### src/rtl/decode_execute_reg_if.sv
// Decode->Execute bundle: Decode-side inputs, write-back snoop, Execute-side copies.
// The slave modport belongs to the pipeline register; the master to its environment.
interface decode_execute_reg_if #(
  parameter int XLEN      = 32,
  parameter int ALUCTRL_W = 3
);
  logic                 stall_d;
  logic                 flush_e;
  logic                 valid_d;
  logic [XLEN-1:0]      RD1D;
  logic [XLEN-1:0]      RD2D;
  logic [XLEN-1:0]      ImmExtD;
  logic [XLEN-1:0]      PCD;
  logic [XLEN-1:0]      PCPlus4D;
  logic [4:0]           Rs1D;
  logic [4:0]           Rs2D;
  logic [4:0]           RdD;
  logic                 RegWriteD;
  logic                 MemWriteD;
  logic [1:0]           ResultSrcD;
  logic                 BranchD;
  logic                 JumpD;
  logic                 ALUSrcD;
  logic [ALUCTRL_W-1:0] ALUControlD;
  logic                 RegWriteW;
  logic [4:0]           RdW;
  logic [XLEN-1:0]      ResultW;

  logic                 valid_e;
  logic [XLEN-1:0]      RD1E;
  logic [XLEN-1:0]      RD2E;
  logic [XLEN-1:0]      ImmExtE;
  logic [XLEN-1:0]      PCE;
  logic [XLEN-1:0]      PCPlus4E;
  logic [4:0]           Rs1E;
  logic [4:0]           Rs2E;
  logic [4:0]           RdE;
  logic                 RegWriteE;
  logic                 MemWriteE;
  logic [1:0]           ResultSrcE;
  logic                 BranchE;
  logic                 JumpE;
  logic                 ALUSrcE;
  logic [ALUCTRL_W-1:0] ALUControlE;

  modport master (
    output stall_d, flush_e, valid_d,
    output RD1D, RD2D, ImmExtD, PCD, PCPlus4D,
    output Rs1D, Rs2D, RdD,
    output RegWriteD, MemWriteD, ResultSrcD,
    output BranchD, JumpD, ALUSrcD, ALUControlD,
    output RegWriteW, RdW, ResultW,
    input  valid_e, RD1E, RD2E, ImmExtE, PCE, PCPlus4E,
    input  Rs1E, Rs2E, RdE,
    input  RegWriteE, MemWriteE, ResultSrcE,
    input  BranchE, JumpE, ALUSrcE, ALUControlE
  );

  modport slave (
    input  stall_d, flush_e, valid_d,
    input  RD1D, RD2D, ImmExtD, PCD, PCPlus4D,
    input  Rs1D, Rs2D, RdD,
    input  RegWriteD, MemWriteD, ResultSrcD,
    input  BranchD, JumpD, ALUSrcD, ALUControlD,
    input  RegWriteW, RdW, ResultW,
    output valid_e, RD1E, RD2E, ImmExtE, PCE, PCPlus4E,
    output Rs1E, Rs2E, RdE,
    output RegWriteE, MemWriteE, ResultSrcE,
    output BranchE, JumpE, ALUSrcE, ALUControlE
  );
endinterface

### src/rtl/decode_execute_reg.sv
// Decode->Execute pipeline register with flush > stall > capture priority.
// DECODE_EXECUTE_WB_BYPASS_EN adds the same-edge write-back bypass on RD1/RD2.
module decode_execute_reg #(
  parameter int XLEN      = 32,
  parameter int ALUCTRL_W = 3
) (
  input  logic clk,
  input  logic rst,
  decode_execute_reg_if.slave bus
);

  typedef struct packed {
    logic                 valid;
    logic [XLEN-1:0]      rd1;
    logic [XLEN-1:0]      rd2;
    logic [XLEN-1:0]      imm;
    logic [XLEN-1:0]      pc;
    logic [XLEN-1:0]      pcp4;
    logic [4:0]           rs1;
    logic [4:0]           rs2;
    logic [4:0]           rd;
    logic                 regw;
    logic                 memw;
    logic [1:0]           rsrc;
    logic                 br;
    logic                 jmp;
    logic                 alusrc;
    logic [ALUCTRL_W-1:0] aluc;
  } ex_t;

  ex_t             ex_d, ex_q, cap;
  logic [XLEN-1:0] rd1_fwd, rd2_fwd;

`ifdef DECODE_EXECUTE_WB_BYPASS_EN
  // x0 reads as zero; a nonzero Rs match implies RdW != 0.
  always_comb begin
    rd1_fwd = bus.RD1D;
    rd2_fwd = bus.RD2D;
    if (bus.Rs1D == 5'd0)
      rd1_fwd = '0;
    else if (bus.RegWriteW && bus.RdW == bus.Rs1D)
      rd1_fwd = bus.ResultW;
    if (bus.Rs2D == 5'd0)
      rd2_fwd = '0;
    else if (bus.RegWriteW && bus.RdW == bus.Rs2D)
      rd2_fwd = bus.ResultW;
  end
`else
  logic unused_wb;
  assign unused_wb = ^{bus.RegWriteW, bus.RdW, bus.ResultW};
  assign rd1_fwd   = bus.RD1D;
  assign rd2_fwd   = bus.RD2D;
`endif

  always_comb begin
    cap.valid  = bus.valid_d;
    cap.rd1    = rd1_fwd;
    cap.rd2    = rd2_fwd;
    cap.imm    = bus.ImmExtD;
    cap.pc     = bus.PCD;
    cap.pcp4   = bus.PCPlus4D;
    cap.rs1    = bus.Rs1D;
    cap.rs2    = bus.Rs2D;
    cap.rd     = bus.RdD;
    cap.regw   = bus.RegWriteD & bus.valid_d;
    cap.memw   = bus.MemWriteD & bus.valid_d;
    cap.rsrc   = bus.ResultSrcD;
    cap.br     = bus.BranchD & bus.valid_d;
    cap.jmp    = bus.JumpD & bus.valid_d;
    cap.alusrc = bus.ALUSrcD;
    cap.aluc   = bus.ALUControlD;
  end

  always_comb begin
    ex_d = ex_q;
    if (bus.flush_e)
      ex_d = '0;
    else if (!bus.stall_d)
      ex_d = cap;
  end

  always_ff @(posedge clk or negedge rst) begin
    if (!rst)
      ex_q <= '0;
    else
      ex_q <= ex_d;
  end

  assign bus.valid_e     = ex_q.valid;
  assign bus.RD1E        = ex_q.rd1;
  assign bus.RD2E        = ex_q.rd2;
  assign bus.ImmExtE     = ex_q.imm;
  assign bus.PCE         = ex_q.pc;
  assign bus.PCPlus4E    = ex_q.pcp4;
  assign bus.Rs1E        = ex_q.rs1;
  assign bus.Rs2E        = ex_q.rs2;
  assign bus.RdE         = ex_q.rd;
  assign bus.RegWriteE   = ex_q.regw;
  assign bus.MemWriteE   = ex_q.memw;
  assign bus.ResultSrcE  = ex_q.rsrc;
  assign bus.BranchE     = ex_q.br;
  assign bus.JumpE       = ex_q.jmp;
  assign bus.ALUSrcE     = ex_q.alusrc;
  assign bus.ALUControlE = ex_q.aluc;

endmodule

### src/flat_wrapper.sv
// flat-port wrapper written by rule: the top's interface ports become plain ports
module decode_execute_reg_flat 
#(
  parameter int XLEN      = 32,
  parameter int ALUCTRL_W = 3
)
  (clk, rst, bus_stall_d, bus_flush_e, bus_valid_d, bus_RD1D, bus_RD2D, bus_ImmExtD, bus_PCD, bus_PCPlus4D, bus_Rs1D, bus_Rs2D, bus_RdD, bus_RegWriteD, bus_MemWriteD, bus_ResultSrcD, bus_BranchD, bus_JumpD, bus_ALUSrcD, bus_ALUControlD, bus_RegWriteW, bus_RdW, bus_ResultW, bus_valid_e, bus_RD1E, bus_RD2E, bus_ImmExtE, bus_PCE, bus_PCPlus4E, bus_Rs1E, bus_Rs2E, bus_RdE, bus_RegWriteE, bus_MemWriteE, bus_ResultSrcE, bus_BranchE, bus_JumpE, bus_ALUSrcE, bus_ALUControlE);
  decode_execute_reg_if #(.XLEN(XLEN), .ALUCTRL_W(ALUCTRL_W)) bus_i ();
  input  logic clk;
  input  logic rst;
  input wire logic [$bits(bus_i.stall_d)-1:0] bus_stall_d;
  input wire logic [$bits(bus_i.flush_e)-1:0] bus_flush_e;
  input wire logic [$bits(bus_i.valid_d)-1:0] bus_valid_d;
  input wire logic [$bits(bus_i.RD1D)-1:0] bus_RD1D;
  input wire logic [$bits(bus_i.RD2D)-1:0] bus_RD2D;
  input wire logic [$bits(bus_i.ImmExtD)-1:0] bus_ImmExtD;
  input wire logic [$bits(bus_i.PCD)-1:0] bus_PCD;
  input wire logic [$bits(bus_i.PCPlus4D)-1:0] bus_PCPlus4D;
  input wire logic [$bits(bus_i.Rs1D)-1:0] bus_Rs1D;
  input wire logic [$bits(bus_i.Rs2D)-1:0] bus_Rs2D;
  input wire logic [$bits(bus_i.RdD)-1:0] bus_RdD;
  input wire logic [$bits(bus_i.RegWriteD)-1:0] bus_RegWriteD;
  input wire logic [$bits(bus_i.MemWriteD)-1:0] bus_MemWriteD;
  input wire logic [$bits(bus_i.ResultSrcD)-1:0] bus_ResultSrcD;
  input wire logic [$bits(bus_i.BranchD)-1:0] bus_BranchD;
  input wire logic [$bits(bus_i.JumpD)-1:0] bus_JumpD;
  input wire logic [$bits(bus_i.ALUSrcD)-1:0] bus_ALUSrcD;
  input wire logic [$bits(bus_i.ALUControlD)-1:0] bus_ALUControlD;
  input wire logic [$bits(bus_i.RegWriteW)-1:0] bus_RegWriteW;
  input wire logic [$bits(bus_i.RdW)-1:0] bus_RdW;
  input wire logic [$bits(bus_i.ResultW)-1:0] bus_ResultW;
  output wire logic [$bits(bus_i.valid_e)-1:0] bus_valid_e;
  output wire logic [$bits(bus_i.RD1E)-1:0] bus_RD1E;
  output wire logic [$bits(bus_i.RD2E)-1:0] bus_RD2E;
  output wire logic [$bits(bus_i.ImmExtE)-1:0] bus_ImmExtE;
  output wire logic [$bits(bus_i.PCE)-1:0] bus_PCE;
  output wire logic [$bits(bus_i.PCPlus4E)-1:0] bus_PCPlus4E;
  output wire logic [$bits(bus_i.Rs1E)-1:0] bus_Rs1E;
  output wire logic [$bits(bus_i.Rs2E)-1:0] bus_Rs2E;
  output wire logic [$bits(bus_i.RdE)-1:0] bus_RdE;
  output wire logic [$bits(bus_i.RegWriteE)-1:0] bus_RegWriteE;
  output wire logic [$bits(bus_i.MemWriteE)-1:0] bus_MemWriteE;
  output wire logic [$bits(bus_i.ResultSrcE)-1:0] bus_ResultSrcE;
  output wire logic [$bits(bus_i.BranchE)-1:0] bus_BranchE;
  output wire logic [$bits(bus_i.JumpE)-1:0] bus_JumpE;
  output wire logic [$bits(bus_i.ALUSrcE)-1:0] bus_ALUSrcE;
  output wire logic [$bits(bus_i.ALUControlE)-1:0] bus_ALUControlE;
  assign bus_i.stall_d = bus_stall_d;
  assign bus_i.flush_e = bus_flush_e;
  assign bus_i.valid_d = bus_valid_d;
  assign bus_i.RD1D = bus_RD1D;
  assign bus_i.RD2D = bus_RD2D;
  assign bus_i.ImmExtD = bus_ImmExtD;
  assign bus_i.PCD = bus_PCD;
  assign bus_i.PCPlus4D = bus_PCPlus4D;
  assign bus_i.Rs1D = bus_Rs1D;
  assign bus_i.Rs2D = bus_Rs2D;
  assign bus_i.RdD = bus_RdD;
  assign bus_i.RegWriteD = bus_RegWriteD;
  assign bus_i.MemWriteD = bus_MemWriteD;
  assign bus_i.ResultSrcD = bus_ResultSrcD;
  assign bus_i.BranchD = bus_BranchD;
  assign bus_i.JumpD = bus_JumpD;
  assign bus_i.ALUSrcD = bus_ALUSrcD;
  assign bus_i.ALUControlD = bus_ALUControlD;
  assign bus_i.RegWriteW = bus_RegWriteW;
  assign bus_i.RdW = bus_RdW;
  assign bus_i.ResultW = bus_ResultW;
  assign bus_valid_e = bus_i.valid_e;
  assign bus_RD1E = bus_i.RD1E;
  assign bus_RD2E = bus_i.RD2E;
  assign bus_ImmExtE = bus_i.ImmExtE;
  assign bus_PCE = bus_i.PCE;
  assign bus_PCPlus4E = bus_i.PCPlus4E;
  assign bus_Rs1E = bus_i.Rs1E;
  assign bus_Rs2E = bus_i.Rs2E;
  assign bus_RdE = bus_i.RdE;
  assign bus_RegWriteE = bus_i.RegWriteE;
  assign bus_MemWriteE = bus_i.MemWriteE;
  assign bus_ResultSrcE = bus_i.ResultSrcE;
  assign bus_BranchE = bus_i.BranchE;
  assign bus_JumpE = bus_i.JumpE;
  assign bus_ALUSrcE = bus_i.ALUSrcE;
  assign bus_ALUControlE = bus_i.ALUControlE;
  decode_execute_reg #(.XLEN(XLEN), .ALUCTRL_W(ALUCTRL_W)) u_core (.clk(clk), .rst(rst), .bus(bus_i));
endmodule
### config.mk
export PLATFORM = sky130hd
export DESIGN_NAME = decode_execute_reg_flat
export DESIGN_NICKNAME = d
export VERILOG_FILES = /design/src/rtl/decode_execute_reg_if.sv /design/src/rtl/decode_execute_reg.sv /design/src/flat_wrapper.sv
export SDC_FILE = /design/constraint.sdc
export NUM_CORES = 1
export LEC_CHECK = 0
export ABC_AREA = 1
export BUFFER_PORTS_ARGS = -buffer_cell sky130_fd_sc_hd__clkbuf_2
export CORE_AREA = 2 2 160 162
export CTS_BUF_LIST = sky130_fd_sc_hd__clkbuf_8 sky130_fd_sc_hd__clkbuf_16
export DETAILED_ROUTE_END_ITERATION = 8
export DIE_AREA = 0 0 162 164
export GPL_TIMING_DRIVEN = 0
export SLEW_MARGIN = 20
export SYNTH_ARGS = -nofsm -noshare
export SYNTH_HDL_FRONTEND = slang
export SYNTH_SLANG_ARGS = --single-unit
export TNS_END_PERCENT = 1
### constraint.sdc
create_clock -name clk -period 0.8 [get_ports clk]
set_input_delay 0.04 -clock clk [delete_from_list [all_inputs] [get_ports clk]]
set_output_delay 0.04 -clock clk [all_outputs]
set_load 0.1 [all_outputs]
After elaboration in Yosys (flattened, before gate mapping)
Cells that the tools add are included.
Widths: inputs -> output; s select.
{ "classes": {"n_mux": 2, "eq_ne": 1, "bitwise_logic": 4} }
{ "op_table": {"columns": ["operator", "count"], "rows": [
  ["$mux 186", 2],
  ["$and 1x1->1", 4],
  ["$ne 2x1->1 const B", 1]
]} }
{ "word_totals": {"output_inout_bits": 186, "word_cells": 23, "in_bits": 228, "reg_bits": 186} }

Logic depth before layout (Yosys ltp)
{ "depth": {"word_depth": 3, "depth_mapped": 6, "ltp_nobuf": 4} }

Worst setup path after synthesis
Ideal clock, no wire load.
{ "synth_path": {"path_kind": "reg2reg", "startpoint": "register u_core.bus.BranchE (netlist name)", "endpoint": "register u_core.ex_q, in the netlist u_core.bus.BranchE", "required_ns": 0.732, "stages_incl_launch_ff": 3, "setup_ns": 0.068, "t_arrival_ns": 1.088, "path_slack_ns": -0.356, "n_path_buf": 0, "path_cell_list": "dfrtp_1 nand2_1 nand2_1"} }
{ "synth_lines": {"columns": ["element", "line_no", "rtl"], "rows": [
  ["to (signal assigned)", "decode_execute_reg.sv:84", "ex_q <= '0;"],
  ["to (signal assigned)", "decode_execute_reg.sv:86", "ex_q <= ex_d;"],
  ["to (decl)", "decode_execute_reg.sv:31", "ex_t ex_d, ex_q, cap;"]
]} }

Final worst setup path
{ "layout_path": {"startpoint": "register u_core.ex_q, in the netlist u_core.bus.MemWriteE", "endpoint": "output bus_MemWriteE"} }
{ "layout_lines": {"columns": ["element", "line_no", "rtl"], "rows": [
  ["to (decl)", "flat_wrapper.sv:42", "output wire logic [$bits(bus_i.MemWriteE)-1:0] bus_MemWriteE;"]
]} }
No word-level cell between the ends.

==> out/metrics.csv <==
metric,value,unit
status,"complete, but fails checks",
failing checks,negative setup slack,
vias in the first global route,8192,
# IOs,414,
Post-CTS Setup Repair Bufs,0,
CTS tree,built,
#FFs+latches synth,186,
worst slew pin tran,513.8,ps
"antenna viol nets, final",0,
GRT Util Overall,20.11,%
die area,0.02657,sq mm
vias per inst,4.490,
Starting Density,28.07,%
Multi-input gate area,0.002122,sq mm
Starting DRT DRC Count,516,
WL/cell,17.17,um
share of cells above drive strength 1,32.68,%
Post-Route WL,29450,um
"Data arrival, critical path",1110,ps
CTS Buf Count,17,
Cells after Synth,787,
net count after synthesis,1015,
Slew headroom,65.75,%
clock buffer depth,2,
CTS sink count,186,
final setup vio count,188,
FF-to-FF End,u_core.bus.RD1E[0]$_DFFE_PN0P_,
VDD IR-drop max,1168,uV
final hold violation count,0,
final worst slack,-348.5,ps
Crit path buffers/inverters,1,
Root Buffer,clkbuf_16,
Mapped Area,0.006965,sq mm
RSZ-0062 raised after global routing,true,
vias,7700,
top routing layer in use,met4,
CP required,760,ps
worst skew pair latency,420,ps
DP HPWL,16180,um
Routability Congestion,0.7898,
number of port buffers,375,
FMAX,870.7,MHz
Total Power,27.75,mW
met2 wire len,15620,um
CP max FO,2,
Core ar.,0.02482,sq mm
worst min path class,input port to async pin,
Fillers,1829,
1st-pass router iterations,7,
Reg area,0.004669,sq mm
WHS,45.66,ps
worst-path cell chain,clkbuf_16,
Area Growth Syn to Fin,114.5,%
CP Launch Type,register,
Crit path max-delay family,flip-flops,
initial antenna violation count,2,
FP Rows,58,
CP max stage delay,490,ps
Yosys warning total,0,
Detail Route met3 WL,2147,um
LEAKAGE,7.810,nW
r2r startpoint,u_core.bus.RD1E[0]$_DFFE_PN0P_,
"Clk pin slew, worst setup/hold paths",70,ps
mean post-synth cell area,8.851,sq um
sequential element share of the synthesized area,66.82,%
Die H,164,um
Unique masters post-synth,8,
DRC Markers,0,
Max-cap violations,0,
cell type of the slowest stage on the worst timing path,dfrtp_4,
first-pass GRT wire length,42060,um
critical path type,register to primary output,
Setup crit end kind,primary output,
"reg-to-reg slack, setup",10,ps
GR Overflow Total,0,
Place WS,-691.0,ps
Final Critical Period,1149,ps
R2R depth,2,
Die X,162,um
Tcrit/Tclk final,143.6,%
H-tree Lvls,4,
final slew viol count,0,
M1 wire length,10460,um
power per cell area,1857,mW/mm^2
"Net count, final",1598,
largest net degree at the start of global routing,88,
clock skew,0,ps
[what timing repair did]
| item | in CTS | in global routing |
|---|---|---|
| resized for setup | 441 | 250 |
| setup endpoints to repair | 290 | 234 |
| endpoints found under the hold margin | 372 | 0 |
| hold buffers | 187 | 0 |
[per-stage QoR]
stage	util, %	setup TNS (ps)	cells	area (sq um)
after floorplan	-	-86630	787	6980
after detailed placement	37.61	-95940	1494	9334
after CTS	57.07	-55930	1713	14160
after global routing	60.20	-58690	1715	14940
final	60.20	-50490	1715	14940
after global placement	37.35	-849260	1492	9270
[sequential cells by signal, indices dropped and copies added, names as in the netlist, 2 cells and up]
register,cells
u_core.bus.ImmExtE,32
u_core.bus.PCE,32
u_core.bus.PCPlus4E,32
u_core.bus.RD1E,32
u_core.bus.RD2E,32
u_core.bus.RdE,5
u_core.bus.Rs1E,5
u_core.bus.Rs2E,5
u_core.bus.ALUControlE,3
u_core.bus.ResultSrcE,2
[power breakdown]
| part | switching, mW | internal [mW] | total, mW |
|---|---|---|---|
| Clock | 4.12 | 4.30 | 8.42 |
| Combinational | 5.45 | 3.35 | 8.80 |
| Sequential | 0.606 | 9.92 | 10.5 |
[cell usage after synthesis]
cell type	count	area [sq um]
nand2_1	554	2079
inv_1	1	3.750
buf_4	2	15.01
nor2_2	2	12.51
dfrtp_1	186	4654
nand3_1	4	20.02
buf_2	30	150.1
clkbuf_1	8	30.03
[area by class of cell]
| cell class | count | share of cell area [%] |
|---|---|---|
| antenna | 2 | 0.03350 |
| clock buffer | 19 | 3.032 |
| tap | 330 | 2.764 |
| timing repair buffer | 564 | 46.39 |
| inverter | 1 | 0.02512 |
| clock inverter | 13 | 0.8709 |
| sequential | 186 | 31.25 |
| multi-input combinational | 560 | 14.20 |
| buffer | 40 | 1.424 |
[routing by layer]
metal,track usage [%],vias up
li1,-,3538
met1,21.81,3717
met2,36.44,358
met3,5.783,87
met4,9.010,0
met5,0,-
[cell usage in the layout (no fill, tap or decap), drive strengths merged]
cell type and instances:
clkbuf 282, buf 154, diode 2, nor2 2
nand2 554, dfrtp 186, dlygate4sd3 187, clkinv 8
nand3 4, inv 6
[cells by family (layout without fill, tap and decap cells)]
kind of cell / after synthesis / count (layout) / share of synthesized area, %
buffers and inverters: 41 / 637 / 2.856
flip-flops: 186 / 186 / 66.82
other: 0 / 2 / 0
AND/OR/NAND/NOR: 560 / 560 / 30.32
[worst max path at each step]
stage,startpoint,to,slack [ps],cells past startpoint
after floorplan,u_core.bus.ImmExtE[0]$_DFFE_PN0P_,u_core.bus.ImmExtE[0]$_DFFE_PN0P_,-350,2
after global placement,rst,u_core.bus.MemWriteE$_DFFE_PN0P_,-4780,1
after detailed placement,bus_flush_e,u_core.bus.RD2E[30]$_DFFE_PN0P_,-690,6
after CTS,u_core.bus.MemWriteE$_DFFE_PN0P_,bus_MemWriteE,-370,1
after global routing,u_core.bus.MemWriteE$_DFFE_PN0P_,bus_MemWriteE,-390,1
final,u_core.bus.MemWriteE$_DFFE_PN0P_,bus_MemWriteE,-350,1
(Power assumes the default switching activity.)
